[src/rtl/ps2_scancode_decoder.sv]
// PS/2 set-2 scan-code to ASCII translator: synchronises the receiver's busy flag,
// tracks break/extended prefixes and shift, and buffers characters in a small FIFO.
module ps2_scancode_decoder #(
  parameter int FIFO_DEPTH  = 4,
  parameter int SYNC_STAGES = 2
) (
  input  logic       clk,
  input  logic       rst,
  input  logic [7:0] ps2_data,
  input  logic       ps2_bsy,
  output logic [7:0] ascii,
  output logic       valid,
  input  logic       ready,
  output logic       shift,
  output logic       overflow
);

  localparam int AW = $clog2(FIFO_DEPTH);

  typedef enum logic [1:0] {
    ST_IDLE      = 2'd0,
    ST_BREAK     = 2'd1,
    ST_EXT       = 2'd2,
    ST_EXT_BREAK = 2'd3
  } state_t;

  // Returns {mapped, character}; letters are uppercased when shift is held.
  function automatic logic [8:0] map_code(input logic [7:0] c, input logic sh);
    logic [7:0] ch;
    logic       hit;
    logic       letter;
    ch     = 8'h00;
    hit    = 1'b1;
    letter = 1'b1;
    case (c)
      8'h1C: ch = 8'h61;  8'h32: ch = 8'h62;  8'h21: ch = 8'h63;  8'h23: ch = 8'h64;
      8'h24: ch = 8'h65;  8'h2B: ch = 8'h66;  8'h34: ch = 8'h67;  8'h33: ch = 8'h68;
      8'h43: ch = 8'h69;  8'h3B: ch = 8'h6A;  8'h42: ch = 8'h6B;  8'h4B: ch = 8'h6C;
      8'h3A: ch = 8'h6D;  8'h31: ch = 8'h6E;  8'h44: ch = 8'h6F;  8'h4D: ch = 8'h70;
      8'h15: ch = 8'h71;  8'h2D: ch = 8'h72;  8'h1B: ch = 8'h73;  8'h2C: ch = 8'h74;
      8'h3C: ch = 8'h75;  8'h2A: ch = 8'h76;  8'h1D: ch = 8'h77;  8'h22: ch = 8'h78;
      8'h35: ch = 8'h79;  8'h1A: ch = 8'h7A;
      8'h45: begin ch = 8'h30; letter = 1'b0; end
      8'h16: begin ch = 8'h31; letter = 1'b0; end
      8'h1E: begin ch = 8'h32; letter = 1'b0; end
      8'h26: begin ch = 8'h33; letter = 1'b0; end
      8'h25: begin ch = 8'h34; letter = 1'b0; end
      8'h2E: begin ch = 8'h35; letter = 1'b0; end
      8'h36: begin ch = 8'h36; letter = 1'b0; end
      8'h3D: begin ch = 8'h37; letter = 1'b0; end
      8'h3E: begin ch = 8'h38; letter = 1'b0; end
      8'h46: begin ch = 8'h39; letter = 1'b0; end
      8'h29: begin ch = 8'h20; letter = 1'b0; end
      8'h5A: begin ch = 8'h0D; letter = 1'b0; end
      8'h66: begin ch = 8'h08; letter = 1'b0; end
      default: begin hit = 1'b0; letter = 1'b0; end
    endcase
    if (letter && sh) begin
      ch = ch - 8'h20;
    end else begin
      ch = ch;
    end
    return {hit, ch};
  endfunction

  logic [SYNC_STAGES-1:0] bsy_sync_q;
  logic                   bsy_prev_q;
  logic                   fall_q;
  logic [7:0]             code_q;
  logic                   code_vld_q;
  logic                   bsy_s;

  state_t state_q, state_d;
  logic   shift_q, shift_d;
  logic   push_s;
  logic   is_shift_s;
  logic [8:0] map_s;

  logic [7:0]  mem_q [FIFO_DEPTH];
  logic [AW:0] wr_ptr_q, rd_ptr_q;
  logic        overflow_q;
  logic        empty_s, full_s, pop_s, wr_en_s, drop_s;

  assign bsy_s = bsy_sync_q[SYNC_STAGES-1];

  // Synchroniser and falling-edge detect; flops reset high so release is edge-free.
  always_ff @(posedge clk) begin
    if (rst) begin
      bsy_sync_q <= '1;
      bsy_prev_q <= 1'b1;
      fall_q     <= 1'b0;
      code_vld_q <= 1'b0;
      code_q     <= 8'h00;
    end else begin
      bsy_sync_q <= {bsy_sync_q[SYNC_STAGES-2:0], ps2_bsy};
      bsy_prev_q <= bsy_s;
      fall_q     <= bsy_prev_q & ~bsy_s;
      code_vld_q <= fall_q;
      if (fall_q) begin
        code_q <= ps2_data;
      end
    end
  end

  // Prefix FSM and shift state register.
  always_ff @(posedge clk) begin
    if (rst) begin
      state_q <= ST_IDLE;
      shift_q <= 1'b0;
    end else begin
      state_q <= state_d;
      shift_q <= shift_d;
    end
  end

  assign is_shift_s = (code_q == 8'h12) || (code_q == 8'h59);
  assign map_s      = map_code(code_q, shift_q);

  // Next-state decode; characters use the shift value held before this byte.
  always_comb begin
    state_d = state_q;
    shift_d = shift_q;
    push_s  = 1'b0;
    if (code_vld_q) begin
      case (state_q)
        ST_IDLE: begin
          if (code_q == 8'hF0) begin
            state_d = ST_BREAK;
          end else if (code_q == 8'hE0) begin
            state_d = ST_EXT;
          end else if (is_shift_s) begin
            shift_d = 1'b1;
          end else begin
            push_s = map_s[8];
          end
        end
        ST_BREAK: begin
          if (is_shift_s) begin
            shift_d = 1'b0;
          end else begin
            shift_d = shift_q;
          end
          state_d = ST_IDLE;
        end
        ST_EXT: begin
          if (code_q == 8'hF0) begin
            state_d = ST_EXT_BREAK;
          end else begin
            state_d = ST_IDLE;
          end
        end
        ST_EXT_BREAK: state_d = ST_IDLE;
        default:      state_d = ST_IDLE;
      endcase
    end else begin
      state_d = state_q;
    end
  end

  assign empty_s = (wr_ptr_q == rd_ptr_q);
  assign full_s  = (wr_ptr_q[AW] != rd_ptr_q[AW]) && (wr_ptr_q[AW-1:0] == rd_ptr_q[AW-1:0]);
  assign pop_s   = ~empty_s & ready;
  // When full, a same-cycle pop frees the slot being written.
  assign wr_en_s = push_s & (~full_s | pop_s);
  assign drop_s  = push_s & full_s & ~pop_s;

  // FIFO pointers and sticky overflow flag.
  always_ff @(posedge clk) begin
    if (rst) begin
      wr_ptr_q   <= '0;
      rd_ptr_q   <= '0;
      overflow_q <= 1'b0;
    end else begin
      if (wr_en_s) begin
        wr_ptr_q <= wr_ptr_q + {{AW{1'b0}}, 1'b1};
      end
      if (pop_s) begin
        rd_ptr_q <= rd_ptr_q + {{AW{1'b0}}, 1'b1};
      end
      if (drop_s) begin
        overflow_q <= 1'b1;
      end
    end
  end

  // FIFO storage; contents are don't-care while the pointers say empty.
  always_ff @(posedge clk) begin
    if (wr_en_s) begin
      mem_q[wr_ptr_q[AW-1:0]] <= map_s[7:0];
    end
  end

  assign ascii    = empty_s ? 8'h00 : mem_q[rd_ptr_q[AW-1:0]];
  assign valid    = ~empty_s;
  assign shift    = shift_q;
  assign overflow = overflow_q;

endmodule

[config.mk]
export PLATFORM = sky130hd
export DESIGN_NAME = ps2_scancode_decoder
export DESIGN_NICKNAME = d
export VERILOG_FILES = /design/src/rtl/ps2_scancode_decoder.sv
export SDC_FILE = /design/constraint.sdc
export NUM_CORES = 1
export LEC_CHECK = 0
export ABC_CLOCK_PERIOD_IN_PS = 3000
export CELL_PAD_IN_SITES_DETAIL_PLACEMENT = 0
export CELL_PAD_IN_SITES_GLOBAL_PLACEMENT = 1
export CORE_MARGIN = 10
export CORE_UTILIZATION = 40
export DETAILED_ROUTE_END_ITERATION = 7
export PLACE_DENSITY_LB_ADDON = 0.1
export SYNTH_ARGS = -nofsm -noshare
export SYNTH_HDL_FRONTEND = slang
export SYNTH_SLANG_ARGS = --single-unit
[constraint.sdc]
create_clock -name clk -period 3 [get_ports clk]
set_input_delay 0.9 -clock clk [delete_from_list [all_inputs] [get_ports clk]]
set_output_delay 0.9 -clock clk [all_outputs]
set_load 0.01 [all_outputs]
==> flow_summary.json <==
{
  "syn_avg_cell_area_um2": 10.1,
  "p_leak_nw": 1.32,
  "grt_max_degree": 24,
  "crit_arrival_ns": 1.96,
  "cts_tree": "done",
  "synth_edf_count": 32,
  "first_global_vias": 2364,
  "worstSetupStartpointType": "register",
  "grt.overflow.total": 0,
  "reg2reg_from": "code_q[1]$_SDFFE_PP0P_",
  "first_pass_iters": 4,
  "port_buffers": 22,
  "slowest_stage": "mux4_2",
  "cts.htree.levels": 3,
  "cp_data_required_time_ns": 2.10,
  "highest_layer": "met4",
  "reg2reg_to": "mem_q[0][6]$_DFFE_PP_",
  "reg2reg_depth": 9,
  "dieArea_um2": 11900,
  "min_path_cells": 2,
  "dr_wl_met2_um": 3510,
  "insertion_delay_ns": 0.33,
  "path_delay_family": "buffers and inverters",
  "worst_slew_pin_slew_ns": 0.614,
  "synthArstFlopShare_pct": 0,
  "swShare_pct": 20.7,
  "pwr-share-seq_pct": 50.8,
  "finalHoldViolCount": 0,
  "path_buf_inv": 2,
  "p_comb_share_pct": 4.1,
  "yosys_warnings": 0,
  "antenna_found_initial": 0,
  "path_clk_slew_ns": 0.07,
  "core_um2": 7730,
  "slew_violations": 0,
  "place.gp.congestion": 0.845,
  "clk_path_buf_depth": 2,
  "endpoint_kind": "primary output",
  "area_delta_synth_final_pct": 19.0,
  "cpPeakStageDelay_ns": 0.50,
  "holdWs_ns": 0.408,
  "wl_met3_um": 371,
  "dpl-instance-area_um2": 3560,
  "clock.fmax_mhz": 350,
  "final_nets": 362,
  "start_util_pct": 41.1,
  "period_share_pct": 95.3,
  "hold_path_end": "fall_q$_SDFF_PP0_",
  "num_vias": 2478,
  "rsz0062_at_grt": "no",
  "internal_power_mw": 1.29,
  "drc": 0,
  "synth_cell_types": 57,
  "cp.depth": 4,
  "ys_seq_elements": 57,
  "grt_use_total_pct": 12.4,
  "top_level_ports": 23,
  "drt_iter0_drc": 183,
  "ys.flop_type": "edfxtp_1",
  "tritoncts.num_buffers": 9,
  "drt-met1-wl_um": 3100,
  "dp.final_hpwl_um": 5320,
  "cts-root-buf": "clkbuf_8",
  "syn_nets": 334,
  "wl_um": 7090,
  "grt_first_pass_wirelength_um": 11700,
  "min_period_ns": 2.86,
  "cap_violations": 0,
  "peakVddDrop_mv": 0.176,
  "yosysSeqAreaShare_pct": 46.0,
  "ctsHoldBuffers": 0,
  "finalClockSkew_ns": 0.0126,
  "status": "completed",
  "hp-start": "bsy_prev_q$_SDFF_PP1_",
  "die_y_um": 109,
  "final_cell_mix": "32 x nor2_1, 32 x edfxtp_1, 24 x dfxtp_1, 22 x clkdlybuf4s50_1, 20 x nand2_1",
  "hp-class": "reg -> reg",
  "path_cells": "buf_4 > mux4_2 > nor2b_1 > clkdlybuf4s50_1",
  "wire_per_inst_um": 15.7,
  "cts.sinks": 57,
  "tns_ns": 0,
  "cellPowerDensity_nw_per_um2": 431,
  "p_switching_mw": 0.338,
  "antenna_cells": 0,
  "setup_viol": 0,
  "crit_fanout": 8,
  "drive_gt1_share_pct": 16.9,
  "std_cell_rows": 32,
  "worst_slack_ns": 0.140,
  "die_w_um": 109,
  "stdcell_area_um2": 3780,
  "synth_area_um2": 3180,
  "reg2reg_slack_ns": 0.29,
  "critPathKind": "reg -> out",
  "relSlewSlack_pct": 58.9,
  "power_frac_clock_pct": 45.1,
  "ant_nets": 0,
  "pre_cts_ws_ns": 0.194,
  "viasPerCell": 5.49,
  "syn_inst": 316
}
[cells in the mapped netlist (3+ instances only)]
| cell | n | area share [%] |
|---|---|---|
| o21ai_0 | 12 | 1.9 |
| mux2i_1 | 9 | 2.8 |
| nor3_1 | 9 | 1.4 |
| a31oi_1 | 3 | 0.59 |
| a22oi_1 | 3 | 0.71 |
| and2_1 | 4 | 0.79 |
| nand2_1 | 20 | 2.4 |
| nor4_1 | 3 | 0.59 |
| edfxtp_1 | 32 | 30 |
| nand3_1 | 7 | 1.1 |
| nor2b_1 | 12 | 2.4 |
| buf_2 | 5 | 0.79 |
| mux4_2 | 8 | 5.7 |
| or3_1 | 7 | 1.4 |
| or2_2 | 7 | 1.4 |
| inv_1 | 10 | 1.2 |
| nand3b_1 | 4 | 0.94 |
| nor2_1 | 32 | 3.8 |
| ha_1 | 6 | 2.4 |
| a21oi_1 | 16 | 2.5 |
| clkbuf_1 | 15 | 1.8 |
| and3_1 | 10 | 2.0 |
| dfxtp_1 | 25 | 16 |
| o22ai_1 | 6 | 1.2 |
| nand2b_1 | 10 | 2.0 |
| xnor2_1 | 4 | 1.1 |
[flip-flops by register name, indices dropped and copies added (netlist names), named ones only]
signal,count
mem_q,32
code_q,8
rd_ptr_q,3
wr_ptr_q,3
bsy_sync_q,2
state_q,2
bsy_prev_q,1
code_vld_q,1
fall_q,1
overflow,1
shift,1
[how the worst max path moves through the flow]
| stage | end | slack (ns) |
|---|---|---|
| after floorplan | mem_q[0][6]$_DFFE_PP_ | 0.63 |
| after global placement | mem_q[0][6]$_DFFE_PP_ | 0.20 |
| after detailed placement | mem_q[0][6]$_DFFE_PP_ | 0.19 |
| after CTS | valid | 0.08 |
| after global routing | mem_q[0][6]$_DFFE_PP_ | 0.001 |
| final | ascii[1] | 0.14 |
[worst reg2reg max path: stages (launching register included)]
cell	delay [ns]
dfxtp_1	0.50
buf_4	0.31
nor2b_1	0.35
nand2_1	0.12
o2bb2ai_1	0.16
a31oi_1	0.09
and3_1	0.22
and3_1	0.19
ha_1	0.26
a21oi_1	0.29
[metrics by stage]
step	power, mW	util [%]	std cells
floorplan	0.881	-	316
global placement	0.914	46.1	435
detailed placement	0.913	46.1	435
CTS	1.65	48.9	451
global route	1.69	49.0	451
finish	1.63	49.0	451
[power by group through the flow]
stage	combinational [mW]	sequential (mW)	clock, mW
CTS	0.0668	0.829	0.754
finish	0.0666	0.829	0.737
detailed placement	0.0667	0.846	0
global placement	0.0677	0.846	0
floorplan	0.0403	0.841	0
global route	0.0733	0.829	0.785
[logic make-up after synthesis]
| group | share of synthesized area, % |
|---|---|
| buffers and inverters | 4.68 |
| AND/OR/NAND/NOR | 23.7 |
| adder cells (fa/ha/maj) | 2.36 |
| flip-flops | 46.0 |
| AO/OA/AOI/OAI | 13.2 |
| XOR/XNOR | 1.65 |
| multiplexers | 8.50 |
[routing by layer]
metal  track usage, %  vias up
li1                 -     1225
met1             15.3     1159
met2             20.4       82
met3             2.65       12
met4             5.46        0
met5                0        -
[final cells by class]
| cell class | count | area [um^2] |
|---|---|---|
| inverters | 10 | 37.5 |
| flip-flops and latches | 57 | 1460 |
| fillers | 730 | 3940 |
| repair buffers | 40 | 368 |
| well taps | 102 | 128 |
| clock inverters | 1 | 5.00 |
| clock buffers | 15 | 208 |
| multi-input cells | 226 | 1580 |
[timing repair]
action,CTS,global route
setup buffers,0,0
resized for setup,0,3
setup endpoints to repair,0,5
No activity file was read; power rests on OpenSTA's default activity.
